--- src/rtl/piano_key_render_if.sv ---
// Pixel request/response bundle between the VGA timing controller (master)
// and the piano keyboard pixel source (slave).
interface piano_key_render_if;
  logic [9:0]  pos_x;
  logic [9:0]  pos_y;
  logic [12:0] key_state;
  logic [23:0] pix_data;
  logic        frame_tick;

  modport master (
    output pos_x, pos_y, key_state,
    input  pix_data, frame_tick
  );

  modport slave (
    input  pos_x, pos_y, key_state,
    output pix_data, frame_tick
  );
endinterface

--- src/rtl/piano_key_render.sv ---
// One-octave piano keyboard pixel source: one-cycle registered RGB888 per
// requested pixel, key state latched once per frame with per-key flash ageing.
module piano_key_render #(
  parameter int          KEY_TOP      = 320,
  parameter int          BLACK_BOTTOM = 420,
  parameter int          WHITE_W      = 80,
  parameter int          BLACK_HALF   = 20,
  parameter int          FLASH_FRAMES = 8,
  parameter logic [23:0] BG_COLOR     = 24'h202040,
  parameter logic [23:0] WHITE_COLOR  = 24'hFFFFFF,
  parameter logic [23:0] BLACK_COLOR  = 24'h101010,
  parameter logic [23:0] BORDER_COLOR = 24'h000000,
  parameter logic [23:0] PRESS_COLOR  = 24'h3080FF,
  parameter logic [23:0] FLASH_COLOR  = 24'hFFD000
) (
  input  logic                vga_clk,
  input  logic                sys_rst,
  piano_key_render_if.slave   bus
);

  localparam int N_KEYS = 13;
  // Black keys sit on white boundaries 1,2,4,5,6 (x = 80..480); chromatic maps.
  localparam int BLK_POS [5] = '{1, 2, 4, 5, 6};
  localparam int BLK_IDX [5] = '{1, 3, 6, 8, 10};
  localparam int WHT_IDX [8] = '{0, 2, 4, 5, 7, 9, 11, 12};

  logic [12:0] r_latched;
  logic [3:0]  r_age [N_KEYS];
  logic [23:0] r_pix;
  logic        r_frame_tick;

  logic        w_valid;
  logic        w_frame_end;
  logic [2:0]  w_white;
  logic [9:0]  w_offset;
  logic        w_black_hit;
  logic [23:0] w_black_color;
  logic [23:0] w_white_color;
  logic [23:0] w_pix_next;

  function automatic logic [23:0] key_color(input logic       latched,
                                            input logic [3:0] age,
                                            input logic [23:0] base);
    if (!latched)                     return base;
    else if (age < 4'(FLASH_FRAMES))  return FLASH_COLOR;
    else                              return PRESS_COLOR;
  endfunction

  assign w_valid     = (bus.pos_x != 10'h3ff) && (bus.pos_y != 10'h3ff);
  assign w_frame_end = (bus.pos_x == 10'd639) && (bus.pos_y == 10'd479);

  // NOTE: every always_comb output gets a default first so no latch is inferred.
  always_comb begin
    w_white       = '0;
    w_black_hit   = 1'b0;
    w_black_color = BLACK_COLOR;
    w_white_color = WHITE_COLOR;
    w_pix_next    = '0;

    for (int i = 1; i < 8; i++)
      if (bus.pos_x >= 10'(WHITE_W * i)) w_white = 3'(i);
    w_offset = bus.pos_x - 10'(WHITE_W * int'(w_white));

    for (int j = 0; j < 5; j++) begin
      if (bus.pos_x >= 10'(WHITE_W * BLK_POS[j] - BLACK_HALF) &&
          bus.pos_x <  10'(WHITE_W * BLK_POS[j] + BLACK_HALF)) begin
        w_black_hit   = 1'b1;
        w_black_color = key_color(r_latched[BLK_IDX[j]], r_age[BLK_IDX[j]], BLACK_COLOR);
      end
    end

    for (int i = 0; i < 8; i++)
      if (w_white == 3'(i))
        w_white_color = key_color(r_latched[WHT_IDX[i]], r_age[WHT_IDX[i]], WHITE_COLOR);

    if (!w_valid)
      w_pix_next = '0;
    else if (bus.pos_y < 10'(KEY_TOP))
      w_pix_next = BG_COLOR;
    else if (bus.pos_y < 10'(BLACK_BOTTOM) && w_black_hit)
      w_pix_next = w_black_color;
    else if (bus.pos_y == 10'(KEY_TOP) || w_offset == 10'd0 ||
             w_offset == 10'(WHITE_W - 1))
      w_pix_next = BORDER_COLOR;
    else
      w_pix_next = w_white_color;
  end

  // NOTE: the age array is small and its reset value is observable, so it is
  // reset explicitly like ordinary registers; sequential state uses <= only.
  always_ff @(posedge vga_clk) begin
    if (sys_rst) begin
      r_pix        <= '0;
      r_frame_tick <= 1'b0;
      r_latched    <= '0;
      for (int k = 0; k < N_KEYS; k++) r_age[k] <= '0;
    end else begin
      r_pix        <= w_pix_next;
      r_frame_tick <= w_frame_end;
      if (w_frame_end) begin
        r_latched <= bus.key_state;
        for (int k = 0; k < N_KEYS; k++) begin
          if (bus.key_state[k] && r_latched[k])
            r_age[k] <= (r_age[k] == 4'd15) ? 4'd15 : r_age[k] + 4'd1;
          else
            r_age[k] <= 4'd0;
        end
      end
    end
  end

  assign bus.pix_data   = r_pix;
  assign bus.frame_tick = r_frame_tick;

endmodule

--- src/flat_wrapper.sv ---
// flat-port wrapper written by rule: the top's interface ports become plain ports
module piano_key_render_flat 
#(
  parameter int          KEY_TOP      = 320,
  parameter int          BLACK_BOTTOM = 420,
  parameter int          WHITE_W      = 80,
  parameter int          BLACK_HALF   = 20,
  parameter int          FLASH_FRAMES = 8,
  parameter logic [23:0] BG_COLOR     = 24'h202040,
  parameter logic [23:0] WHITE_COLOR  = 24'hFFFFFF,
  parameter logic [23:0] BLACK_COLOR  = 24'h101010,
  parameter logic [23:0] BORDER_COLOR = 24'h000000,
  parameter logic [23:0] PRESS_COLOR  = 24'h3080FF,
  parameter logic [23:0] FLASH_COLOR  = 24'hFFD000
)
  (vga_clk, sys_rst, bus_pos_x, bus_pos_y, bus_key_state, bus_pix_data, bus_frame_tick);
  piano_key_render_if bus_i ();
  input  logic vga_clk;
  input  logic sys_rst;
  input wire logic [$bits(bus_i.pos_x)-1:0] bus_pos_x;
  input wire logic [$bits(bus_i.pos_y)-1:0] bus_pos_y;
  input wire logic [$bits(bus_i.key_state)-1:0] bus_key_state;
  output wire logic [$bits(bus_i.pix_data)-1:0] bus_pix_data;
  output wire logic [$bits(bus_i.frame_tick)-1:0] bus_frame_tick;
  assign bus_i.pos_x = bus_pos_x;
  assign bus_i.pos_y = bus_pos_y;
  assign bus_i.key_state = bus_key_state;
  assign bus_pix_data = bus_i.pix_data;
  assign bus_frame_tick = bus_i.frame_tick;
  piano_key_render #(.KEY_TOP(KEY_TOP), .BLACK_BOTTOM(BLACK_BOTTOM), .WHITE_W(WHITE_W), .BLACK_HALF(BLACK_HALF), .FLASH_FRAMES(FLASH_FRAMES), .BG_COLOR(BG_COLOR), .WHITE_COLOR(WHITE_COLOR), .BLACK_COLOR(BLACK_COLOR), .BORDER_COLOR(BORDER_COLOR), .PRESS_COLOR(PRESS_COLOR), .FLASH_COLOR(FLASH_COLOR)) u_core (.vga_clk(vga_clk), .sys_rst(sys_rst), .bus(bus_i));
endmodule
--- config.mk ---
export PLATFORM = sky130hd
export DESIGN_NAME = piano_key_render_flat
export DESIGN_NICKNAME = d
export VERILOG_FILES = /design/src/rtl/piano_key_render_if.sv /design/src/rtl/piano_key_render.sv /design/src/flat_wrapper.sv
export SDC_FILE = /design/constraint.sdc
export NUM_CORES = 1
export LEC_CHECK = 0
export BUFFER_PORTS_ARGS = -buffer_cell sky130_fd_sc_hd__buf_2
export CORE_ASPECT_RATIO = 1.5
export CORE_MARGIN = 2
export CORE_UTILIZATION = 55
export DETAILED_ROUTE_END_ITERATION = 10
export PLACE_DENSITY = 0.83
export SKIP_CTS_REPAIR_TIMING = 1
export SYNTH_ARGS = -nofsm -noshare
export SYNTH_HDL_FRONTEND = slang
export SYNTH_SLANG_ARGS = --single-unit
--- constraint.sdc ---
create_clock -name vga_clk -period 6 [get_ports vga_clk]
set_input_delay 0.9 -clock vga_clk [delete_from_list [all_inputs] [get_ports vga_clk]]
set_output_delay 0.9 -clock vga_clk [all_outputs]
set_load 0.03 [all_outputs]
# --- After elaboration in Yosys (flattened, before gate mapping) ---
# Memories as Yosys holds them, arrays and structs flattened.
# Index checks and enable logic that the tools add are counted.
totals:
  word_cells: 331
  output_inout_bits: 25
  memories: 1
  register_bits: 38
  in_bits: 35
  ramBits: 52
classes:
  eq_ne: 26
  n_reduce_logical: 27
  mux: 199
  multipliers: 1
  n_bitwise: 27
  magnitude_cmp: 32
  add_sub_neg: 14
memory_table:
  columns: ["name", "depth", "width", "rd", "rd_clocked_by_memory_dff", "write_ports", "line", "source"]
  rows:
  - ["u_core.r_age", 13, 4, 13, 0, 13, "piano_key_render.sv:28", "logic [3:0] r_age [N_KEYS];"]
ops:
  columns: ["op", "count"]
  rows:
  - ["two-way mux 24 bit", 41]
  - ["two-way mux 4 bit", 39]
  - ["two-way mux 1 bit", 112]
  - [">= comparator 10 x 9 -> 1 bit, second input constant", 6]
  - ["adder 4 x 1 -> 4 bit, second input constant", 13]
  - ["== test 4 bit, second input constant", 13]
  - ["< comparator 4 bit, second input constant", 13]
  - ["< comparator 10 x 9 -> 1 bit, second input constant", 5]
  - [">= comparator 10 x 8 -> 1 bit, second input constant", 3]
  - ["bitwise OR 1 bit", 26]
  - ["two-way mux 22 bit", 1]
  - ["logical AND 1 bit", 21]
  - ["== test 10 x 9 -> 1 bit, second input constant", 2]
  - ["!= test 10 bit, second input constant", 2]
  - ["== test 3 bit, second input constant", 4]
  - ["two-way mux 3 bit", 4]
  - ["== test 10 bit, second input constant", 1]
  - ["== test 10 x 7 -> 1 bit, second input constant", 1]
  - [">= comparator 10 bit, second input constant", 1]
  - [">= comparator 10 x 6 -> 1 bit, second input constant", 1]
  - [">= comparator 10 x 7 -> 1 bit, second input constant", 1]
  - ["logical NOT 10 bit", 1]
  - ["< comparator 10 x 7 -> 1 bit, second input constant", 1]
  - ["< comparator 10 x 8 -> 1 bit, second input constant", 1]
  - ["10 further kinds", 13]

# --- Longest topological paths before layout ---
# Gate-level depths: netlist of run 1.
logic_depth:
  word_depth: 20
  mapped_depth: 17
  depth_no_buf: 16

# --- Least setup slack after synthesis of run 1 ---
# No wires, ideal clock.
synth_timing:
  kind: "in2reg"
  startpoint: "in bus_pos_x[7]"
  endpoint: "reg u_core.r_pix[12], in the netlist u_core.bus.pix_data[12]"
  path_slack_ps: 1914
  path_stages: 15
  setup_ps: 119
  arrival_ps: 3967
  t_required_ps: 5881
  cell_sequence: "buf_2 > mux2i_1 > a2bb2oi_1 > a311o_1 > nand2_1 > inv_1 > ha_1 > inv_1 > ha_1 > or3_1 > a2111o_1 > a221oi_1 > nor2_1 > nor4b_1 > a2bb2o_2"
synth_between:
  elab_chain_len: 19
synth_lines:
  columns: ["item", "line", "source"]
  rows:
  - ["start: declaration", "flat_wrapper.sv:20", "input wire logic [$bits(bus_i.pos_x)-1:0] bus_pos_x;"]
  - ["branches (longest 19 deep; another with >= comparator 10 x 7 -> 1 bit)", null, null]
  - ["end signal: assignment", "piano_key_render.sv:98", "r_pix <= w_pix_next;"]
  - ["end: declaration", "piano_key_render.sv:29", "logic [23:0] r_pix;"]
# Several ways; the timed one is not identified.
# A chain may end at the register's enable or synchronous reset.

# --- Final worst setup path of run 1 ---
# Same ends and word-level chain as after synthesis.

==> reports/metrics.csv, run 1 <==
metric,value,unit
leakage,1.98,nW
outcome,completed,
die-area,9040,um^2
syn2layout_area_growth,12.0,%
grt-ovfl-total,0,
grt_pass1_vias,3909,
antenna_found_initial,0,
drv_slew,0,
yosysTopAreaCell,edfxtp_1,
critPathCaptureType,flip-flop,
cts_max_path_buffers,2,
hold_end,u_core.r_latched[11],
drtIter0Drc,324,
ff2ff_setup_slack,4.32,ns
drv_cap,0,
stdcell_count,659,
ys_types,55,
drcViolationCount,0,
hold_path.class,reg -> reg,
min_path_cells,2,
clk_transition_reported_paths,0.06,ns
ant_nets,0,
cp_max_fo,19,
synth-seq-cells,76,
hold_start,u_core.r_latched[11],
ys.flop_type,edfxtp_1,
finalCriticalPeriod,4.24,ns
finalHoldViolations,0,
cts.sinks,76,
seq_area_frac_synth,44.8,%
final_util,63.7,%
r2r_cells,6,
insertion_delay,0.35,ns
initial_core_util,56.9,%
io_pins,60,
synth_area,4560,um^2
htree_levels,3,
maxSlewHeadroom,34.5,%
core_area,8010,um^2
gp_congestion,0.958,
clock_skew,0.00775,ns
ys_warn_count,0,
r2r_end,u_core.bus.pix_data[12],
die-width,78.3,um
antenna_cells,0,
arrival,4.47,ns
vdd_ir_drop_max,0.000191,V
fin_total_pwr,1.28,mW
synthTopCellsByCount,"nand2_1 (56), edfxtp_1 (52), a21oi_1 (49), nand3_1 (49), nor2_1 (39)",
multiInputGateArea,2230,um^2
cts_tree,yes,
worst_pin_slew,0.979,ns
track_usage,23.8,%
die_h,115,um
port_buffers,59,
synth-edff-count,52,
powerDensity,251,nW/um^2
avgSynthCellArea,8.99,um^2
fin_crit_sh,70.7,%
grt_pass1_wl,17000,um
final-seq-area,2040,um^2
criticalPathCategory,in -> reg,
critical_path_required,6.23,ns
cpPeakStageDelay,0.43,ns
setup_tns,0,ns
r2r-start,u_core.r_age[0][47],
dp.cells,643,
yosysTopAreaCellShare,34.3,%
drt-pass1-iter-count,5,
rows,40,
cts_buffers,9,
dr_total_vias,3994,
cp-start-kind,primary input,
viasPerCell,6.06,
async_flop_share,0,%
worst-path-buf-inv,3,
synth_cells,507,
critPathTopFamily,compound AO/OA/AOI/OAI gates,
grt_start_max_net_pins,29,
nets,605,
wire_per_inst,15.7,um
hpwlAfterDp,7610,um
max_freq,236,MHz
drive_gt1_share,15.2,%
synth_nets,563,
setup-violations-final,0,
num-fill-cells,641,
rsz0062_at_grt,no,
slowest_stage,a2111o_1,
crit_chain,buf_2 > mux2i_1 > a2bb2oi_1 > a311o_1 > nand2_1 > inv_1 > ha_1 > inv_1 > ha_1 > or3_1 > a2111o_1 > a221oi_1 > nor2_1 > nor4b_1 > a2bb2o_2,
synth_area_leaders,"edfxtp_1 (34%), dfxtp_1 (11%), ha_1 (5.8%)",
drt-total-wl,10300,um
cts-root-buf,clkbuf_16,
yosysMostFrequentCell,nand2_1,
==> worst register-to-register path, cell delays in order (launching register included) <==
cell      delay, ns
edfxtp_1       0.43
inv_1          0.14
o22ai_1        0.11
a31oi_1        0.18
o21ai_0        0.13
nor4b_1        0.39
a2bb2o_2       0.24
==> metrics by stage <==
step | hold WS, ns | setup slack (ns) | cell area, um^2
after floorplan | 0.440 | 1.91 | 4560
after global placement | 0.455 | 1.55 | 4820
after detailed placement | 0.466 | 1.44 | 4820
after CTS | 0.478 | 1.79 | 5100
after global routing | 0.507 | 1.55 | 5100
final | 0.482 | 1.76 | 5100
==> kinds of logic (layout without fill, tap and decap cells) <==
family          count (synthesis)  in the layout  synth area share [%]
simple gates                  235            235                  26.0
compound gates                109            109                  15.5
flops                          76             76                  44.8
buf+inv                        58            105                  6.18
fa+ha+maj                      22             22                  5.99
mux                             5              5                  1.18
xor+xnor                        2              2                 0.385
==> how the worst max path moves through the flow <==
stage / startpoint / endpoint / cells past startpoint
4_1_cts: bus_pos_x[7] / u_core.bus.pix_data[12] / 15
3_5_place_dp: bus_pos_x[7] / u_core.bus.pix_data[12] / 15
2_1_floorplan: bus_pos_x[7] / u_core.bus.pix_data[12] / 15
6_report: bus_pos_x[7] / u_core.bus.pix_data[12] / 15
5_1_grt: bus_pos_x[8] / u_core.bus.pix_data[12] / 15
3_3_place_gp: bus_pos_x[7] / u_core.bus.pix_data[12] / 15
==> final cells by class <==
cell class / instances / share of cell area (%)
Timing Repair Buffer: 60 / 5.94
Inverter: 29 / 2.13
Multi-Input combinational cell: 373 / 43.8
Sequential cell: 76 / 40.0
Clock inverter: 3 / 0.417
Clock buffer: 13 / 5.10
Tap cell: 105 / 2.58
==> cell usage in the layout, fill, tap and decap left out, types with 3 or more instances in the layout <==
| cell type | n |
|---|---|
| buf_2 | 59 |
| nand2_1 | 56 |
| edfxtp_1 | 52 |
| nand3_1 | 49 |
| a21oi_1 | 49 |
| nor2_1 | 39 |
| nor3_1 | 30 |
| inv_1 | 29 |
| dfxtp_1 | 24 |
| ha_1 | 21 |
| a31oi_1 | 14 |
| nor3b_1 | 12 |
| o21ai_0 | 9 |
| and3_1 | 9 |
| clkbuf_16 | 9 |
| nand4_1 | 8 |
| nor2b_1 | 7 |
| a21o_1 | 5 |
| or3_1 | 4 |
| a221oi_1 | 4 |
| nand2b_1 | 4 |
| a211oi_1 | 4 |
| and2_1 | 3 |
| mux2_2 | 3 |
| nand3b_1 | 3 |
| nor4b_1 | 3 |
==> power by group <==
part	total, mW	internal (mW)	switching, mW
combinational	0.166	0.0578	0.108
sequential	0.601	0.582	0.0188
clock	0.513	0.303	0.209
==> per-layer routing <==
| layer | routed length [um] | GRT usage (%) |
|---|---|---|
| met2 | 5450 | 42.5 |
| met1 | 3910 | 26.2 |
| met5 | 0 | 0 |
| met4 | 315 | 14.0 |
| met3 | 645 | 4.44 |
==> registers in the layout (all words and copies together) (netlist names) <==
register,flops
u_core.bus.frame_tick,1
u_core.r_age,52
u_core.bus.pix_data,10
u_core.r_latched,13
Power figures use the tool's default switching activity.
==> run 2, diff against run 1 <==
- ABC_AREA: unset -> 1
- CORE_UTILIZATION: 55 -> 53
- clock period: 6 -> 3.5 ns (I/O delays scaled with it)
==> run 2 against run 1 <==
  * Global-route usage grew 0.35 points
  * Via count increased by 4.6%
  * Worst hold slack got worse by 0.085 ns
  * Non-clock buffer count grew 39
  * Critical endpoint is now u_core.bus.pix_data[6]
  * Largest cell class unchanged
  * Highest routed layer unchanged
==> reports/metrics.csv, run 2 <==
metric,value,unit,change
outcome,completed,,
cts-root-buf,clkbuf_16,,
ant_nets,0,,unchanged
ys_types,40,,-27%
die-width,79.1,um,+1.1%
insertion_delay,0.34,ns,about the same
grt_pass1_wl,17300,um,+1.7%
nets,684,,+13%
cp_max_fo,4,,-15
synth_cells,536,,+5.7%
clock_skew,0.00707,ns,-0.000683 ns
cts_max_path_buffers,2,,unchanged
antenna_found_initial,0,,unchanged
ff2ff_setup_slack,2.04,ns,-2.28 ns
critPathCaptureType,flip-flop,,
synth_area_leaders,"edfxtp_1 (35%), dfxtp_1 (11%), nand3_1 (6.9%)",,
initial_core_util,54.0,%,-2.9 points
avgSynthCellArea,8.38,um^2,-6.8%
cts.sinks,76,,unchanged
viasPerCell,5.64,,-6.9%
die-area,9240,um^2,+2.2%
rows,41,,+2.5%
r2r_end,u_core.bus.pix_data[4],,
yosysTopAreaCell,edfxtp_1,,
setup_tns,0,ns,unchanged
core_area,8310,um^2,+3.8%
final_common_cell,nand2_1,,
antenna_cells,0,,unchanged
hpwlAfterDp,8100,um,+6.5%
min_path_cells,3,,+1
drcViolationCount,0,,unchanged
ys.flop_type,edfxtp_1,,
vdd_ir_drop_max,0.000398,V,+110%
yosysMostFrequentCell,nand2_1,,
drive_gt1_share,23.5,%,+8.4 points
max_freq,302,MHz,
synth_nets,592,,+5.2%
wire_per_inst,14.6,um,-6.6%
finalCriticalPeriod,3.32,ns,
synth-edff-count,52,,unchanged
drv_cap,0,,unchanged
criticalPathCategory,in -> reg,,
port_buffers,59,,unchanged
hold_start,bus_key_state[8],,
r2r_cells,6,,unchanged
critical_path_required,3.74,ns,-2.49 ns
slowest_stage,ha_4,,
drt-pass1-iter-count,5,,unchanged
regMostFlops,u_core.r_age,,
r2r-start,u_core.r_latched[3],,
maxSlewHeadroom,30.2,%,-4.3 points
drt-total-wl,10800,um,+4.9%
cts_buffers,9,,unchanged
place_area,5070,um^2,+5.2%
fin_total_pwr,2.33,mW,+82%
mostFrequentLayoutCells,"nand2_1 (74), inv_1 (66), nand3_1 (62)",,
synthTopCellsByCount,"nand2_1 (78), inv_1 (68), nand3_1 (62)",,
arrival,3.56,ns,-0.91 ns
io_pins,60,,unchanged
grt_start_max_net_pins,56,,+93%
dr_total_vias,4176,,+4.6%
hold_path.class,in -> reg,,
drtIter0Drc,218,,-33%
grt-ovfl-total,0,,unchanged
die_h,117,um,+1.1%
async_flop_share,0,%,unchanged
cpPeakStageDelay,0.26,ns,-0.17 ns
clk_transition_reported_paths,0.06,ns,about the same
design_area,5450,um^2,+6.9%
drv_slew,0,,unchanged
seq_area_frac_synth,45.5,%,+0.66 points
setup-violations-final,0,,unchanged
largest_register_ffs,52,,unchanged
worst_pin_slew,1.04,ns,+0.0643 ns
htree_levels,3,,unchanged
hold_end,u_core.r_latched[8],,
grt_pass1_vias,3968,,+1.5%
fin_crit_sh,94.7,%,
synth-seq-cells,76,,unchanged
gp_congestion,0.974,,+1.8%
yosysTopAreaCellShare,34.8,%,+0.51 points
synth_area,4490,um^2,-1.5%
ys_warn_count,0,,unchanged
syn2layout_area_growth,21.4,%,
powerDensity,428,nW/um^2,+71%
finalHoldViolations,0,,unchanged
track_usage,24.1,%,+0.35 points
cp-start-kind,primary input,,
cts_tree,yes,,
leakage,2.38,nW,+20%
-- run 2: changes by cell type after synthesis, sizes merged, moves of 5 or more --
cell	previous run	this run
nor2	39	57
nor3	30	12
nand2b	5	0
nor2b	7	0
nand4	8	16
inv	29	74
nor3b	13	0
o21ai	10	28
a31oi	14	9
nand2	56	81
and3	9	1
clkbuf	7	0
nand3	49	62
-- run 2: power breakdown --
part	switching (mW)	leakage [nW]	internal, mW
sequential	0.0306	0.731	0.999
combinational	0.249	1.51	0.150
clock	0.357	0.139	0.549
-- run 2: cell families (layout without fill, tap and decap cells) --
group / count (synthesis) / after routing / share of synthesized area [%]
adders and majority gates: 21 / 21 / 5.85
DFF: 76 / 76 / 45.5
AOI/OAI and AO/OA: 108 / 108 / 14.0
and+or+nand+nor: 236 / 236 / 24.7
xor gates and xnor gates: 3 / 3 / 0.585
buffers and inverters: 92 / 189 / 9.42
-- run 2: worst max-delay path by stage --
stage	to	from	cells past startpoint	slack, ns
floorplan	u_core.bus.pix_data[6]	bus_pos_x[9]	28	0.04
global placement	u_core.bus.pix_data[6]	bus_pos_x[8]	28	-0.05
detailed placement	u_core.bus.pix_data[6]	bus_pos_x[7]	27	-0.20
CTS	u_core.bus.pix_data[6]	bus_pos_x[7]	27	0.14
global route	u_core.bus.pix_data[6]	bus_pos_x[9]	30	-0.04
finish	u_core.bus.pix_data[6]	bus_pos_x[8]	27	0.18
-- run 2: through the flow --
stage	setup WS (ns)	hold slack [ns]	utilization [%]	instances
final	0.184	0.397	65.6	740
after global routing	-0.0403	0.423	65.6	740
after CTS	0.137	0.398	64.4	737
after detailed placement	-0.196	0.461	61.0	721
after global placement	-0.0453	0.459	61.0	721
after floorplan	0.0359	0.445	-	536
-- run 2: critical path, delay by kind of cell --
family | cells | cell delay (ns)
buffers and inverters | 6 | 0.40
adder cells (fa/ha/maj) | 4 | 0.86
AO/OA/AOI/OAI | 4 | 0.43
AND/OR/NAND/NOR | 13 | 1.33
-- run 2: per-layer routing --
metal  GRT usage, %  share of wire [%]
met1           25.5                 39
met2           44.0                 52
met3           4.56                4.1
met4           14.4                4.7
met5              0                  0
-- run 2: final cells by class --
| class | count | area, um^2 |
|---|---|---|
| repair buffers | 99 | 613 |
| clock inverters | 5 | 51.3 |
| inverters | 74 | 285 |
| multi-input cells | 368 | 2090 |
| fillers | 661 | 2860 |
| well taps | 107 | 134 |
| flip-flops and latches | 76 | 2040 |
| clock buffers | 11 | 233 |
==> run 3, diff against run 2 <==
- CORE_UTILIZATION: 53 -> 55
- clock period: 3.5 -> 3.24 ns (I/O delays scaled with it)
==> run 3 against run 2 <==
  * Die area down 3.5%
  * Via count down 2.5%
  * Cell area down 0.55%
  * Sequential share of layout area up 0.21 points
  * Worst setup slack worse by 0.066 ns
==> reports/metrics.csv, run 3 (same netlist as run 2, synthesis figures left out) <==
metric,value,unit,change
drive_gt1_share,23.8,%,+0.23 points
io_pins,60,,unchanged
track_usage,24.5,%,+0.39 points
drcViolationCount,0,,unchanged
cts_buffers,9,,unchanged
final_util,68.1,%,+2.5 points
drv_slew,0,,unchanged
gp_congestion,0.925,,-5.1%
design_area,5420,um^2,-0.55%
clk_transition_reported_paths,0.06,ns,about the same
grt_pass1_vias,3883,,-2.1%
die-width,77.8,um,-1.7%
num-fill-cells,604,,-8.6%
antenna_cells,0,,unchanged
cts_tree,yes,,
nets,678,,-0.88%
clock_skew,0.00562,ns,-0.00145 ns
cpPeakStageDelay,0.30,ns,+0.04 ns
worst-path-buf-inv,3,,-3
cts-root-buf,clkbuf_16,,
regMostFlops,u_core.r_age,,
arrival,3.39,ns,-0.17 ns
core_area,7960,um^2,-4.2%
mostFrequentLayoutCells,"nand2_1 (73), inv_1 (63), nand3_1 (61)",,
dr_total_vias,4071,,-2.5%
hold_path.class,in -> reg,,
drt-total-wl,10600,um,-2.4%
cp-start-kind,primary input,,
finalWorstSetupSlack,0.118,ns,-0.0662 ns
ff2ff_setup_slack,1.78,ns,-0.26 ns
rows,40,,-2.4%
worst_pin_slew,0.957,ns,-0.0861 ns
grt-ovfl-total,0,,unchanged
r2r-start,u_core.r_age[0][7],,
place_area,5100,um^2,+0.57%
max_freq,320,MHz,
maxSlewHeadroom,36.0,%,+5.8 points
drt-pass1-iter-count,6,,+1
pre_cts_ws,-0.261,ns,-0.0657 ns
leakage,2.35,nW,-1.5%
crit_chain,clkbuf_4 > inv_2 > nand2_1 > nor3_1 > a21oi_2 > nand2_2 > nand2_2 > nand2_4 > ha_4 > ha_4 > ha_4 > inv_2 > ha_4 > or2_4 > o21ai_1 > a21oi_1 > nand3_1 > nor2_2 > nor2_2 > nand2_2 > a21oi_1 > nand4_1 > a21oi_1,,
r2r_cells,6,,unchanged
largest_register_ffs,52,,unchanged
grt_pass1_wl,17100,um,-1.0%
min_path_cells,3,,unchanged
hold_end,u_core.r_latched[5],,
die_h,115,um,-1.8%
initial_core_util,56.4,%,+2.4 points
wire_per_inst,14.4,um,-1.3%
powerDensity,459,nW/um^2,+7.3%
htree_levels,3,,unchanged
grt_start_max_net_pins,33,,-41%
syn2layout_area_growth,20.8,%,
antenna_found_initial,0,,unchanged
fin_crit_sh,96.4,%,
finalCriticalPeriod,3.12,ns,
cp_max_fo,6,,+2
cts.sinks,76,,unchanged
hpwlAfterDp,7960,um,-1.8%
outcome,completed,,
critPathCaptureType,flip-flop,,
critical_path_required,3.51,ns,-0.23 ns
critPathMostFrequentCell,ha_4,,
slowest_stage,nor3_1,,
hold_start,bus_key_state[5],,
cts_max_path_buffers,2,,unchanged
finalHoldViolations,0,,unchanged
die-area,8920,um^2,-3.5%
insertion_delay,0.34,ns,about the same
viasPerCell,5.56,,-1.4%
ant_nets,0,,unchanged
final_common_cell,nand2_1,,
port_buffers,59,,unchanged
vdd_ir_drop_max,0.000479,V,+20%
drtIter0Drc,358,,+64%
criticalPathCategory,in -> reg,,
r2r_end,u_core.bus.pix_data[12],,
drv_cap,0,,unchanged
critPathTopFamily,simple AND/OR/NAND/NOR gates,,
setup-violations-final,0,,unchanged
==> run 3: changes by cell type in the layout (fill, tap and decap cells not counted), moves of 2 or more <==
cell	delta
inv_2	+3
clkinv_1	-2
buf_4	-5
inv_4	-2
inv_1	-3
clkbuf_8	+2
clkinv_4	+2
==> run 3: tightest hold or removal path, delay by kind of cell <==
family	cells	cell delay (ns)
buffers and inverters	1	0.09
AO/OA/AOI/OAI	1	0.05
AND/OR/NAND/NOR	1	0.04
==> run 3: area by class of cell <==
cell class              instances  area, um^2  share of cell area (%)
multi-input cells             368        2120                    39.0
repair buffers                 93         558                    10.3
flip-flops and latches         76        2040                    37.7
clock buffers                  13         260                    4.80
well taps                     105         131                    2.42
inverters                      74         293                    5.40
clock inverters                 3        21.3                   0.392
==> run 3: report_power, final <==
| group | leakage (nW) | total [mW] | switching [mW] | internal [mW] |
|---|---|---|---|---|
| clock network | 0.136 | 0.945 | 0.384 | 0.560 |
| registers | 0.731 | 1.11 | 0.0330 | 1.08 |
| logic | 1.48 | 0.433 | 0.268 | 0.165 |
| total | 2.35 | 2.49 | 0.685 | 1.81 |
==> run 3: per-stage QoR <==
step                      setup TNS, ns  total power [mW]  std cells  hold WS [ns]
after global routing            -0.0825              2.58        732         0.374
final                                 0              2.49        732         0.359
after global placement           -0.772              1.53        716         0.460
after detailed placement          -1.82              1.54        716         0.474
after floorplan                       0              1.42        536         0.445
after CTS                             0              2.49        732         0.356
==> run 3: worst max-delay path by stage <==
stage	to	start	slack, ns	cells after the start
after global placement	u_core.bus.pix_data[6]	bus_pos_x[8]	-0.14	28
final	u_core.bus.pix_data[12]	bus_pos_x[6]	0.12	23
after global routing	u_core.bus.pix_data[6]	bus_pos_x[8]	-0.03	28
after detailed placement	u_core.bus.pix_data[12]	bus_pos_x[8]	-0.26	26
after floorplan	u_core.bus.pix_data[6]	bus_pos_x[9]	0.0002	28
after CTS	u_core.bus.pix_data[12]	bus_pos_x[8]	0.07	26
==> run 3: per-layer routing <==
layer | global-route usage (%) | wire length (um)
met4 | 11.3 | 318
met1 | 26.0 | 4110
met5 | 0 | 0
met2 | 45.1 | 5540
met3 | 5.91 | 591
